## config.mk

```make
export PLATFORM = sky130hd
export DESIGN_NAME = hazard_ctrl
export DESIGN_NICKNAME = d
export VERILOG_FILES = /design/src/rtl/hazard_pkg.sv /design/src/rtl/hazard_mc_fsm.sv /design/src/rtl/hazard_ctrl.sv
export SDC_FILE = /design/constraint.sdc
export NUM_CORES = 1
export LEC_CHECK = 0
export ABC_AREA = 1
export CAP_MARGIN = 20
export CORE_MARGIN = 2
export CORE_UTILIZATION = 28
export CTS_BUF_LIST = sky130_fd_sc_hd__clkbuf_4
export CTS_CLUSTER_DIAMETER = 200
export DETAILED_ROUTE_END_ITERATION = 8
export PLACE_DENSITY = 0.87
export RECOVER_POWER = 50
export REMOVE_ABC_BUFFERS = 1
export SLEW_MARGIN = 5
export SYNTH_ARGS = -nofsm -noshare
export SYNTH_HDL_FRONTEND = slang
export SYNTH_SLANG_ARGS = --single-unit
```

## constraint.sdc

```tcl
create_clock -name clk -period 1.1 [get_ports clk]
set_clock_uncertainty 0.1 [all_clocks]
set_input_delay 0.22 -clock clk [delete_from_list [all_inputs] [get_ports clk]]
set_output_delay 0.22 -clock clk [all_outputs]
set_load 0.01 [all_outputs]
```

## src/rtl/hazard_pkg.sv

```systemverilog
// rtl/hazard_pkg.sv - shared forwarding selects and multi-cycle FSM state type for hazard_ctrl
package hazard_pkg;

    localparam logic [1:0] FWD_RF  = 2'b00;
    localparam logic [1:0] FWD_WB  = 2'b01;
    localparam logic [1:0] FWD_MEM = 2'b10;

    typedef enum logic [1:0] {
        IDLE = 2'd0,
        BUSY = 2'd1,
        DONE = 2'd2
    } mc_state_t;

endpackage

```

## src/rtl/hazard_mc_fsm.sv

```systemverilog
// rtl/hazard_mc_fsm.sv - multi-cycle execute interlock: stalls exactly MC_STALL cycles per op
module hazard_mc_fsm
    import hazard_pkg::*;
#(
    parameter int MC_STALL = 4
) (
    input  logic clk,
    input  logic rst,
    input  logic mc_start_e,
    output logic mc_stall
);

    localparam int CW = (MC_STALL > 1) ? $clog2(MC_STALL) : 1;
    localparam logic [CW-1:0] CNT_LOAD = CW'((MC_STALL > 1) ? MC_STALL - 2 : 0);

    mc_state_t     state, state_nx;
    logic [CW-1:0] cnt, cnt_nx;

    always_ff @(posedge clk) begin
        if (rst) begin
            state <= IDLE;
            cnt   <= '0;
        end else begin
            state <= state_nx;
            cnt   <= cnt_nx;
        end
    end

    // The IDLE cycle that sees the op already stalls, so BUSY covers the remaining MC_STALL-1.
    always_comb begin
        state_nx = state;
        cnt_nx   = cnt;
        mc_stall = 1'b0;
        case (state)
            IDLE: begin
                if (mc_start_e) begin
                    mc_stall = 1'b1;
                    if (MC_STALL == 1) begin
                        state_nx = DONE;
                    end else begin
                        state_nx = BUSY;
                        cnt_nx   = CNT_LOAD;
                    end
                end
            end
            BUSY: begin
                mc_stall = 1'b1;
                if (cnt == '0) state_nx = DONE;
                else           cnt_nx   = cnt - 1'b1;
            end
            DONE:    state_nx = IDLE;
            default: state_nx = IDLE;
        endcase
    end

endmodule

```

## src/rtl/hazard_ctrl.sv

```systemverilog
// rtl/hazard_ctrl.sv - forwarding, load-use, control-flush and multi-cycle interlock for the 5-stage pipe
// Optional saturating perf counters built when HAZARD_PERF_CNT_EN is defined.
module hazard_ctrl
    import hazard_pkg::*;
#(
    parameter int REG_AW   = 5,
    parameter int NUM_SRC  = 2,
    parameter int MC_STALL = 4,
    parameter int CNT_W    = 32
) (
    input  logic                      clk,
    input  logic                      rst,
    input  logic [NUM_SRC*REG_AW-1:0] rs_d,
    input  logic [NUM_SRC*REG_AW-1:0] rs_e,
    input  logic [REG_AW-1:0]         rd_e,
    input  logic                      mem_read_e,
    input  logic                      mc_start_e,
    input  logic                      pc_src_e,
    input  logic [REG_AW-1:0]         rd_m,
    input  logic                      reg_write_m,
    input  logic [REG_AW-1:0]         rd_w,
    input  logic                      reg_write_w,
    output logic [2*NUM_SRC-1:0]      forward_e,
    output logic                      stall_f,
    output logic                      stall_d,
    output logic                      stall_e,
    output logic                      flush_d,
    output logic                      flush_e,
    output logic                      flush_m,
    output logic                      mc_busy,
    output logic [CNT_W-1:0]          perf_lu,
    output logic [CNT_W-1:0]          perf_mc,
    output logic [CNT_W-1:0]          perf_fl
);

    logic                 mc_stall;
    logic                 lu;
    logic [2*NUM_SRC-1:0] fwd;

    hazard_mc_fsm #(.MC_STALL(MC_STALL)) u_mc_fsm (
        .clk        (clk),
        .rst        (rst),
        .mc_start_e (mc_start_e),
        .mc_stall   (mc_stall)
    );

    always_comb begin
        fwd = '0;
        lu  = 1'b0;
        for (int i = 0; i < NUM_SRC; i++) begin
            if (reg_write_m && rd_m != '0 && rd_m == rs_e[i*REG_AW +: REG_AW])
                fwd[2*i +: 2] = FWD_MEM;
            else if (reg_write_w && rd_w != '0 && rd_w == rs_e[i*REG_AW +: REG_AW])
                fwd[2*i +: 2] = FWD_WB;
            else
                fwd[2*i +: 2] = FWD_RF;
            if (rd_e == rs_d[i*REG_AW +: REG_AW]) lu = 1'b1;
        end
        lu = lu && mem_read_e && (rd_e != '0);
    end

    // Priority: multi-cycle interlock, then control flush, then load-use.
    always_comb begin
        forward_e = '0;
        stall_f   = 1'b0;
        stall_d   = 1'b0;
        stall_e   = 1'b0;
        flush_d   = 1'b0;
        flush_e   = 1'b0;
        flush_m   = 1'b0;
        mc_busy   = 1'b0;
        if (!rst) begin
            forward_e = fwd;
            if (mc_stall) begin
                stall_f = 1'b1;
                stall_d = 1'b1;
                stall_e = 1'b1;
                flush_m = 1'b1;
                mc_busy = 1'b1;
            end else if (pc_src_e) begin
                flush_d = 1'b1;
                flush_e = 1'b1;
            end else if (lu) begin
                stall_f = 1'b1;
                stall_d = 1'b1;
                flush_e = 1'b1;
            end
        end
    end

`ifdef HAZARD_PERF_CNT_EN
    logic lu_evt, mc_evt, fl_evt;

    assign lu_evt = lu && !mc_stall && !pc_src_e;
    assign mc_evt = mc_stall;
    assign fl_evt = pc_src_e;

    always_ff @(posedge clk) begin
        if (rst) begin
            perf_lu <= '0;
            perf_mc <= '0;
            perf_fl <= '0;
        end else begin
            if (lu_evt && perf_lu != '1) perf_lu <= perf_lu + CNT_W'(1);
            if (mc_evt && perf_mc != '1) perf_mc <= perf_mc + CNT_W'(1);
            if (fl_evt && perf_fl != '1) perf_fl <= perf_fl + CNT_W'(1);
        end
    end
`else
    assign perf_lu = '0;
    assign perf_mc = '0;
    assign perf_fl = '0;
`endif

endmodule

```

* Word level (Yosys, flattened, before mapping) *
Cells that the tools add are included.
W data, S select, Z words.

word-level totals
  register bits = 4
  bits in latches = 0
  memory bits (writable) = 0
  memory bits (read-only) = 0
  input port bits = 42
  output and inout bits = 107
  logic and storage cells = 56
  memories = 0

operators by class
  add/sub/neg operators = 1
  multiply operators = 0
  divide/modulo/power cells = 0
  $lt $le $gt $ge = 0
  equal/unequal tests = 10
  shift operators = 0
  mux-type cells = 27
  bitwise gates (word level) = 0
  reduce and logical (&&, ||, !) cells = 16

operators with widths
  operator               count
  $eq A5 B5 Y1           6
  $mux W1                17
  $reduce_bool A5 Y1     3
  $mux W2                6
  $logic_and A1 B1 Y1    8
  $pmux W2 S2            2
  $logic_not A2 Y1       2
  $mux W4                1
  $ne A2 B2 Y1 const B   2
  $reduce_and A3 Y1      1
  $eq A2 B1 Y1 const B   1
  $ne A2 B1 Y1 const B   1
  $pmux W1 S2            1
  $reduce_and A2 Y1      1
  $reduce_bool A2 Y1     1
  $sub A2 B1 Y2 const B  1

* Logic depth before layout (Yosys ltp) *
Gate-level depths: netlist of run 1.

  depth in word-level cells = 9
  depth in mapped cells = 9
  mapped depth without buffers = 8

* Hierarchy *
Synthesis of run 1 repeated with hierarchy kept, for this count alone.

second synthesis, totals
  cells, all modules = 240
  area total of the unflattened synthesis = 1496.4 sq um

modules (own cells, without submodules)
  module         times used  cells an instance  area each (sq um)  sequential area each (sq um)
  hazard_ctrl    1           214                1311.3             0.0
  hazard_mc_fsm  1           26                 185.2              80.1

* Least setup slack after synthesis of run 1 *
OpenSTA, ideal clock, no wires.

  kind = reg-to-output
  start point = register u_mc_fsm.state[0]
  end point = output stall_f
  data arrival time = 1.076 ns
  required time = 0.780 ns
  setup slack = -0.296 ns
  stages on the path, launching flop included = 10
  buffers on the path = 1
  cells stage by stage = dfxtp_1 inv_1 nor2_2 inv_1 nand2_2 inv_2 nor2_4 inv_1 nand2_1 buf_4

between the ends
  cells in the longest elaborated chain, start to end = 4
  elaborated cells on any way between the ends = 5
  classes of those cells = eq/ne: 1; mux: 3; reduce/logical: 1

RTL lines
  item                                              line                 source
  from (decl)                                       hazard_mc_fsm.sv:16  mc_state_t state, state_nx;
  from (signal assigned)                            hazard_mc_fsm.sv:24  state <= state_nx;
  $eq A2 B1 Y1 or $logic_not A2 Y1 (tied branches)  hazard_mc_fsm.sv:34  case (state)
  $pmux W1 S2 *                                     hazard_mc_fsm.sv:34
  $mux W1 * (2 in series)                           -
  to (decl)                                         hazard_ctrl.sv:24    output logic stall_f,

Mark *: on every way between the ends. The rest lies on a longest branch, timed or not.

* Final worst setup path of run 1 *
  start point = register u_mc_fsm.state[0]
  end point = output stall_e

between the ends
  cells in the longest elaborated chain, start to end = 4
  elaborated cells on any way between the ends = 5
  classes of those cells = eq/ne: 1; mux: 3; reduce/logical: 1

RTL lines
  item                                              line                 source
  $eq A2 B1 Y1 or $logic_not A2 Y1 (tied branches)  hazard_mc_fsm.sv:34
  $pmux W1 S2 *                                     hazard_mc_fsm.sv:34
  $mux W1 *                                         hazard_ctrl.sv:74    if (mc_stall) begin
  $mux W1 *                                         hazard_ctrl.sv:72    if (!rst) begin
  to (decl)                                         hazard_ctrl.sv:26    output logic stall_e,

Marked as above.

==> impl_metrics.json, run 1 <==
{
  "placedCellCount": 362,
  "fmax_mhz": 661,
  "maxSlewViolCount": 0,
  "power.leakage_nw": 1.20,
  "rows": 26,
  "cp.arrival_ns": 1.19,
  "synthSimpleGateAreaFrac_pct": 24.0,
  "min_period_ns": 1.51,
  "finalSetupTns_ns": -3.80,
  "initial_core_util_pct": 29.3,
  "core_area_um2": 5170,
  "status": "finished, violations left",
  "syn_inst": 235,
  "area_delta_synth_final_pct": 39.2,
  "layout_commonest_cell": "conb_1",
  "grtUsageMet1_pct": 10.9,
  "drt-initial-drc-count": 12,
  "cts_tree": "yes",
  "ctsHtreeMaxLevel": 1,
  "yosys_warnings": 0,
  "drive_gt1_share_pct": 37.8,
  "crit_chain": "inv_2, nor2_4, inv_2, nand2_2, inv_2, nor2_4, buf_4, buf_2",
  "numClockSinks": 4,
  "grt_util_met2_pct": 20.3,
  "critPathCaptureType": "output pin",
  "busiest_layer": "met2",
  "grt_usage_pct": 10.6,
  "chipWidth_um": 77.6,
  "antenna_found_initial": 0,
  "hold_violations": 0,
  "final_cell_mix": "conb_1, nand2_1, buf_4",
  "design_area_um2": 2110,
  "antenna_left": 0,
  "layout.cells.non_filler": 369,
  "nNetsFinal": 344,
  "drc": 0,
  "cts_made_buffers": 3,
  "crit_slowest_cell": "dfxtp_2",
  "synthMuxAreaShare_pct": 0,
  "diodes": 0,
  "finalCritPeriodShare_pct": 138,
  "first_pass_iters": 4,
  "cp.required_ns": 0.78,
  "synth-adder-area-share_pct": 0.826,
  "violations": "setup timing",
  "clk_pin_slew_ns": 0.04,
  "grt_pass1_wl_mm": 5.11,
  "grt_pass1_vias": 1134,
  "peakVddDrop_v": 0.000312,
  "rsz0062_at_grt": "true",
  "cap_violations": 0,
  "clock_latency_ns": 0.24,
  "slowest_delay_ns": 0.33,
  "synth_top_family_by_area": "buffers and inverters",
  "post-dp-hpwl_mm": 2.89,
  "gp_congestion": 0.803,
  "drt-total-wl_mm": 3.53,
  "portBuffers": 52,
  "worst_slack_ns": -0.413,
  "dieArea_um2": 6020,
  "worstSetupPathType": "flip-flop to output pin",
  "grt_start_max_net_pins": 6,
  "ctsHoldBuffers": 0,
  "clock_path_buffers": 2,
  "cpMostUsedCell": "inv_2",
  "power_density_nw_per_um2": 570,
  "gr-total-overflow": 0,
  "cp_max_fo": 3,
  "hold_path_class": "primary input to flip-flop",
  "vias": 1298,
  "use_met3_pct": 1.74,
  "ioPinCount": 149,
  "place_ws_ns": -1.14,
  "synth_edf_count": 0,
  "ys_seq_area_share_pct": 5.28,
  "place_area_um2": 1800,
  "vias_per_cell": 3.52,
  "synth-main-ff-cell": "dfxtp_1",
  "wl_per_cell_um": 9.57,
  "synth-xor-area-share_pct": 12.1,
  "root_buffer": "clkbuf_4",
  "die_h_um": 77.6,
  "synth.distinct_cells": 24,
  "critPathLaunchType": "flip-flop",
  "synth-compound-area-share_pct": 1.73,
  "synth.ff_latch_count": 4,
  "async_flop_share_pct": 0,
  "synth_area_um2": 1520,
  "setup_viol": 13,
  "avgSynthCellArea_um2": 6.45
}
## stage by stage
| step | utilization, % | hold WS, ns | power, mW |
|---|---|---|---|
| floorplan | - | 0.189 | 0.535 |
| global placement | 34.9 | 0.316 | 0.833 |
| detailed placement | 34.9 | 0.318 | 0.853 |
| CTS | 40.0 | 0.318 | 1.17 |
| global route | 40.8 | 0.330 | 1.29 |
| finish | 40.8 | 0.312 | 1.20 |
## synth_stat cells (2+ instances only)
library cell / n / share of area, %
a21oi_1: 2 / 0.66
nand3_1: 9 / 3.0
inv_2: 5 / 1.2
nor4_2: 2 / 1.7
nand2_2: 5 / 2.1
nor3_1: 3 / 0.99
dfxtp_1: 4 / 5.3
nor2_1: 17 / 4.2
nand2_1: 35 / 8.7
inv_1: 19 / 4.7
xnor2_1: 20 / 12
buf_4: 100 / 50
nand4_1: 2 / 0.83
nor2_2: 2 / 0.83
## power breakdown
part / switching [mW] / leakage, nW / total (mW) / internal, mW
Sequential: 0.00973 / 0.0344 / 0.170 / 0.161
Combinational: 0.466 / 1.15 / 0.848 / 0.382
Clock: 0.0612 / 0.0138 / 0.183 / 0.122
## flip-flops by register name (all words and copies together), names as in the netlist
register / cells
u_mc_fsm.state: 2
u_mc_fsm.cnt: 2
## worst max-delay path: cells and delay by family (launching register included)
| kind | cells | cell delay, ns |
|---|---|---|
| buffers and inverters | 5 | 0.38 |
| flip-flops | 1 | 0.33 |
| AND/OR/NAND/NOR | 3 | 0.26 |
## final cells by class
type / instances / area, µm²
Fill cell: 534 / 3060
Multi-Input combinational cell: 201 / 1220
Timing Repair Buffer: 66 / 601
Inverter: 25 / 93.8
Tap cell: 70 / 87.6
Sequential cell: 4 / 85.1
Clock buffer: 3 / 22.5
## final timing paths
kind | start | depth (start not counted) | slack, ns | end
worst max-delay path | u_mc_fsm.state[0] | 8 | -0.41 | stall_e
worst min-delay path | rst | 4 | 0.31 | u_mc_fsm.state[1]
worst max register to register | u_mc_fsm.state[0] | 8 | -0.09 | u_mc_fsm.cnt[1]
worst min register to register | u_mc_fsm.cnt[0] | 1 | 0.32 | u_mc_fsm.cnt[0]
## logic make-up (layout without fill, tap and decap cells)
logic type / Yosys count / count (layout)
xor+xnor: 21 / 21
simple gates: 78 / 78
fa+ha+maj: 1 / 1
other cells: 1 / 96
flops: 4 / 4
compound gates: 5 / 5
buf+inv: 125 / 94
## routing by layer
metal / routed length (µm) / part of all wire, %
met2: 1990 / 56
met3: 264 / 7.5
met1: 1160 / 33
met4: 110 / 3.1
met5: 0 / 0
## repair_timing
item                                    4_1_cts  5_1_grt
setup buffers                                 8        2
cloned                                        0        0
endpoints found under the setup margin       13       14
pin swaps                                    47       23
gates resized for setup                     225       34
No activity file was read; power rests on OpenSTA's default activity.
==> run 2: changes to the inputs <==
--- a/config.mk
+++ b/config.mk
@@ -6,6 +6,7 @@
 export NUM_CORES = 1
 export LEC_CHECK = 0
 export ABC_AREA = 1
+export ABC_CLOCK_PERIOD_IN_PS = 1100
 export CAP_MARGIN = 20
 export CORE_MARGIN = 2
 export CORE_UTILIZATION = 28
@@ -14,7 +15,6 @@
 export DETAILED_ROUTE_END_ITERATION = 8
 export PLACE_DENSITY = 0.87
 export RECOVER_POWER = 50
-export REMOVE_ABC_BUFFERS = 1
 export SLEW_MARGIN = 5
 export SYNTH_ARGS = -nofsm -noshare
 export SYNTH_HDL_FRONTEND = slang
==> run 2 against run 1 <==
The run still ends with setup timing left. Via count is 1.8% higher. Highest routed layer unchanged. Power fell by 3.1%. Final cell count rose by 0.54%. Count of clock-buffer cells in the layout unchanged. Worst hold slack worse by 0.014 ns. Worst setup slack lost 0.016 ns. Combinational power decreased by 4.8%. Fmax down 1.0%. Routed wire length grew 1.6%. Register-to-register slack lost 0.14 ns.
==> impl_metrics.json, run 2 (synthesis results as in run 1) <==
{
  "ctsHtreeMaxLevel": 1,
  "gp_congestion": 0.837,
  "ioPinCount": 149,
  "drc": 0,
  "cts_made_buffers": 3,
  "portBuffers": 52,
  "seqPwrFrac_pct": 14.4,
  "setup_viol": 14,
  "first_pass_iters": 4,
  "worst-r2r-cell-count": 8,
  "drt-total-wl_mm": 3.59,
  "gr-total-overflow": 0,
  "min_period_ns": 1.53,
  "worstSetupPathType": "flip-flop to output pin",
  "switchingPower_mw": 0.530,
  "path_delay_family": "simple AND/OR/NAND/NOR gates",
  "die_h_um": 77.6,
  "placedCellCount": 359,
  "vias": 1322,
  "slowest_delay_ns": 0.33,
  "diodes": 0,
  "clock_path_buffers": 2,
  "finalPower_mw": 1.16,
  "status": "finished, violations left",
  "grt_start_max_net_pins": 6,
  "critical_path_buf_inv_count": 5,
  "cp.required_ns": 0.78,
  "top_regs": "u_mc_fsm.cnt (2), u_mc_fsm.state (2)",
  "critPathCaptureType": "output pin",
  "layout.cells.non_filler": 371,
  "crit_slowest_cell": "dfxtp_2",
  "worst_slack_ns": -0.429,
  "grt_pass1_vias": 1218,
  "worstReg2RegEnd": "u_mc_fsm.cnt[1]",
  "p_int_mw": 0.635,
  "core_area_um2": 5170,
  "power.leakage_nw": 1.14,
  "vias_per_cell": 3.56,
  "layout_commonest_cell": "conb_1",
  "drive_gt1_share_pct": 34.9,
  "clock_latency_ns": 0.24,
  "grt_usage_pct": 10.3,
  "switching_share_pct": 45.5,
  "antenna_found_initial": 0,
  "min_to": "u_mc_fsm.state[0]",
  "clk_pin_slew_ns": 0.04,
  "grt_pass1_wl_mm": 5.14,
  "final_core_util_pct": 39.1,
  "cts_tree": "yes",
  "multi_input_area_um2": 1140,
  "combPwrFrac_pct": 69.3,
  "initial_core_util_pct": 29.3,
  "critPathLaunchType": "flip-flop",
  "cap_violations": 0,
  "drt-initial-drc-count": 14,
  "finalCritPeriodShare_pct": 139,
  "post-dp-hpwl_mm": 2.74,
  "hold_depth": 3,
  "cpMostUsedCell": "inv_2",
  "rsz0062_at_grt": "true",
  "nNetsFinal": 346,
  "hold_path_class": "primary input to flip-flop",
  "power_density_nw_per_um2": 576,
  "numClockSinks": 4,
  "cp.arrival_ns": 1.21,
  "peakVddDrop_v": 0.000347,
  "maxSlewViolCount": 0,
  "antenna_left": 0,
  "hold_violations": 0,
  "r2r_start": "u_mc_fsm.state[0]",
  "hp-start": "rst",
  "regToRegSetupSlack_ns": -0.23,
  "dieArea_um2": 6020,
  "chipWidth_um": 77.6,
  "clkPwrFrac_pct": 16.3,
  "final_cell_mix": "conb_1, nand2_1, buf_2",
  "rows": 26,
  "violations": "setup timing",
  "area_delta_synth_final_pct": 33.5,
  "fill_cells": 532,
  "root_buffer": "clkbuf_4",
  "crit_chain": "inv_2, nor2_4, inv_2, nand2_4, inv_4, nor2_4, inv_2, nand2_4, buf_6",
  "seqCellArea_um2": 82.6,
  "cp_max_fo": 4,
  "wl_per_cell_um": 9.66,
  "fmax_mhz": 654
}
[run 2: cell count changes in the layout (fill, tap and decap cells not counted), moves of 3 or more]
cell / change
nor2_2: -4
clkdlybuf4s15_2: +3
buf_6: +3
nor2_1: +3
inv_2: -4
buf_2: +7
clkbuf_2: -4
xnor2_1: +7
xnor2_2: -5
[run 2: cell type report]
| class | count | area share (%) |
|---|---|---|
| timing repair buffer | 68 | 29.4 |
| sequential | 4 | 4.08 |
| tap | 70 | 4.33 |
| inverter | 25 | 4.89 |
| multi-input combinational | 201 | 56.2 |
| clock buffer | 3 | 1.11 |
[run 2: power groups by stage]
| stage | registers (mW) | clock network (mW) | logic [mW] |
|---|---|---|---|
| finish | 0.168 | 0.190 | 0.807 |
| global route | 0.169 | 0.203 | 0.876 |
| CTS | 0.168 | 0.193 | 0.734 |
| detailed placement | 0.169 | 0 | 0.681 |
| global placement | 0.168 | 0 | 0.669 |
| floorplan | 0.167 | 0 | 0.658 |
[run 2: per-layer routing]
| metal | vias to the layer above | track usage [%] | routed length [µm] |
|---|---|---|---|
| li1 | 649 | - | - |
| met1 | 597 | 10.1 | 1210 |
| met4 | 0 | 2.68 | 27 |
| met5 | - | 0 | 0 |
| met2 | 73 | 22.0 | 2120 |
| met3 | 3 | 1.40 | 229 |
[run 2: timing repair]
| item | in CTS | in global routing |
|---|---|---|
| pin swaps | 48 | 9 |
| gates resized for setup | 214 | 15 |
| setup endpoints to repair | 12 | 15 |
| buffers inserted | 6 | 3 |
| hold buffers | 0 | 0 |
| hold endpoints to repair | 0 | 0 |
[run 2: worst register-to-register path, delay by kind of cell (launching register included)]
family,cells,cell delay [ns]
buf+inv,3,0.40
flops,1,0.32
simple gates,3,0.26
compound gates,2,0.18
[run 2: worst max path at each step]
stage / from / end / slack [ns] / cells past startpoint
5_1_grt: u_mc_fsm.state[0] / stall_d / -0.52 / 9
2_1_floorplan: u_mc_fsm.state[0] / stall_f / -0.22 / 9
3_5_place_dp: rd_e[3] / stall_d / -1.19 / 10
3_3_place_gp: rd_e[3] / stall_d / -1.15 / 10
4_1_cts: u_mc_fsm.state[0] / stall_d / -0.43 / 9
6_report: u_mc_fsm.state[0] / stall_f / -0.43 / 9
[run 2: metrics by stage]
stage                     TNS [ns]  setup slack [ns]  cell area (µm²)  hold slack (ns)
after CTS                    -3.77            -0.433             1930            0.302
after global placement      -11.39             -1.15             1800            0.311
after detailed placement    -11.71             -1.19             1800            0.317
after floorplan             -0.715            -0.224             1890            0.303
after global routing         -5.34            -0.524             2020            0.315
final                        -4.34            -0.429             2020            0.298
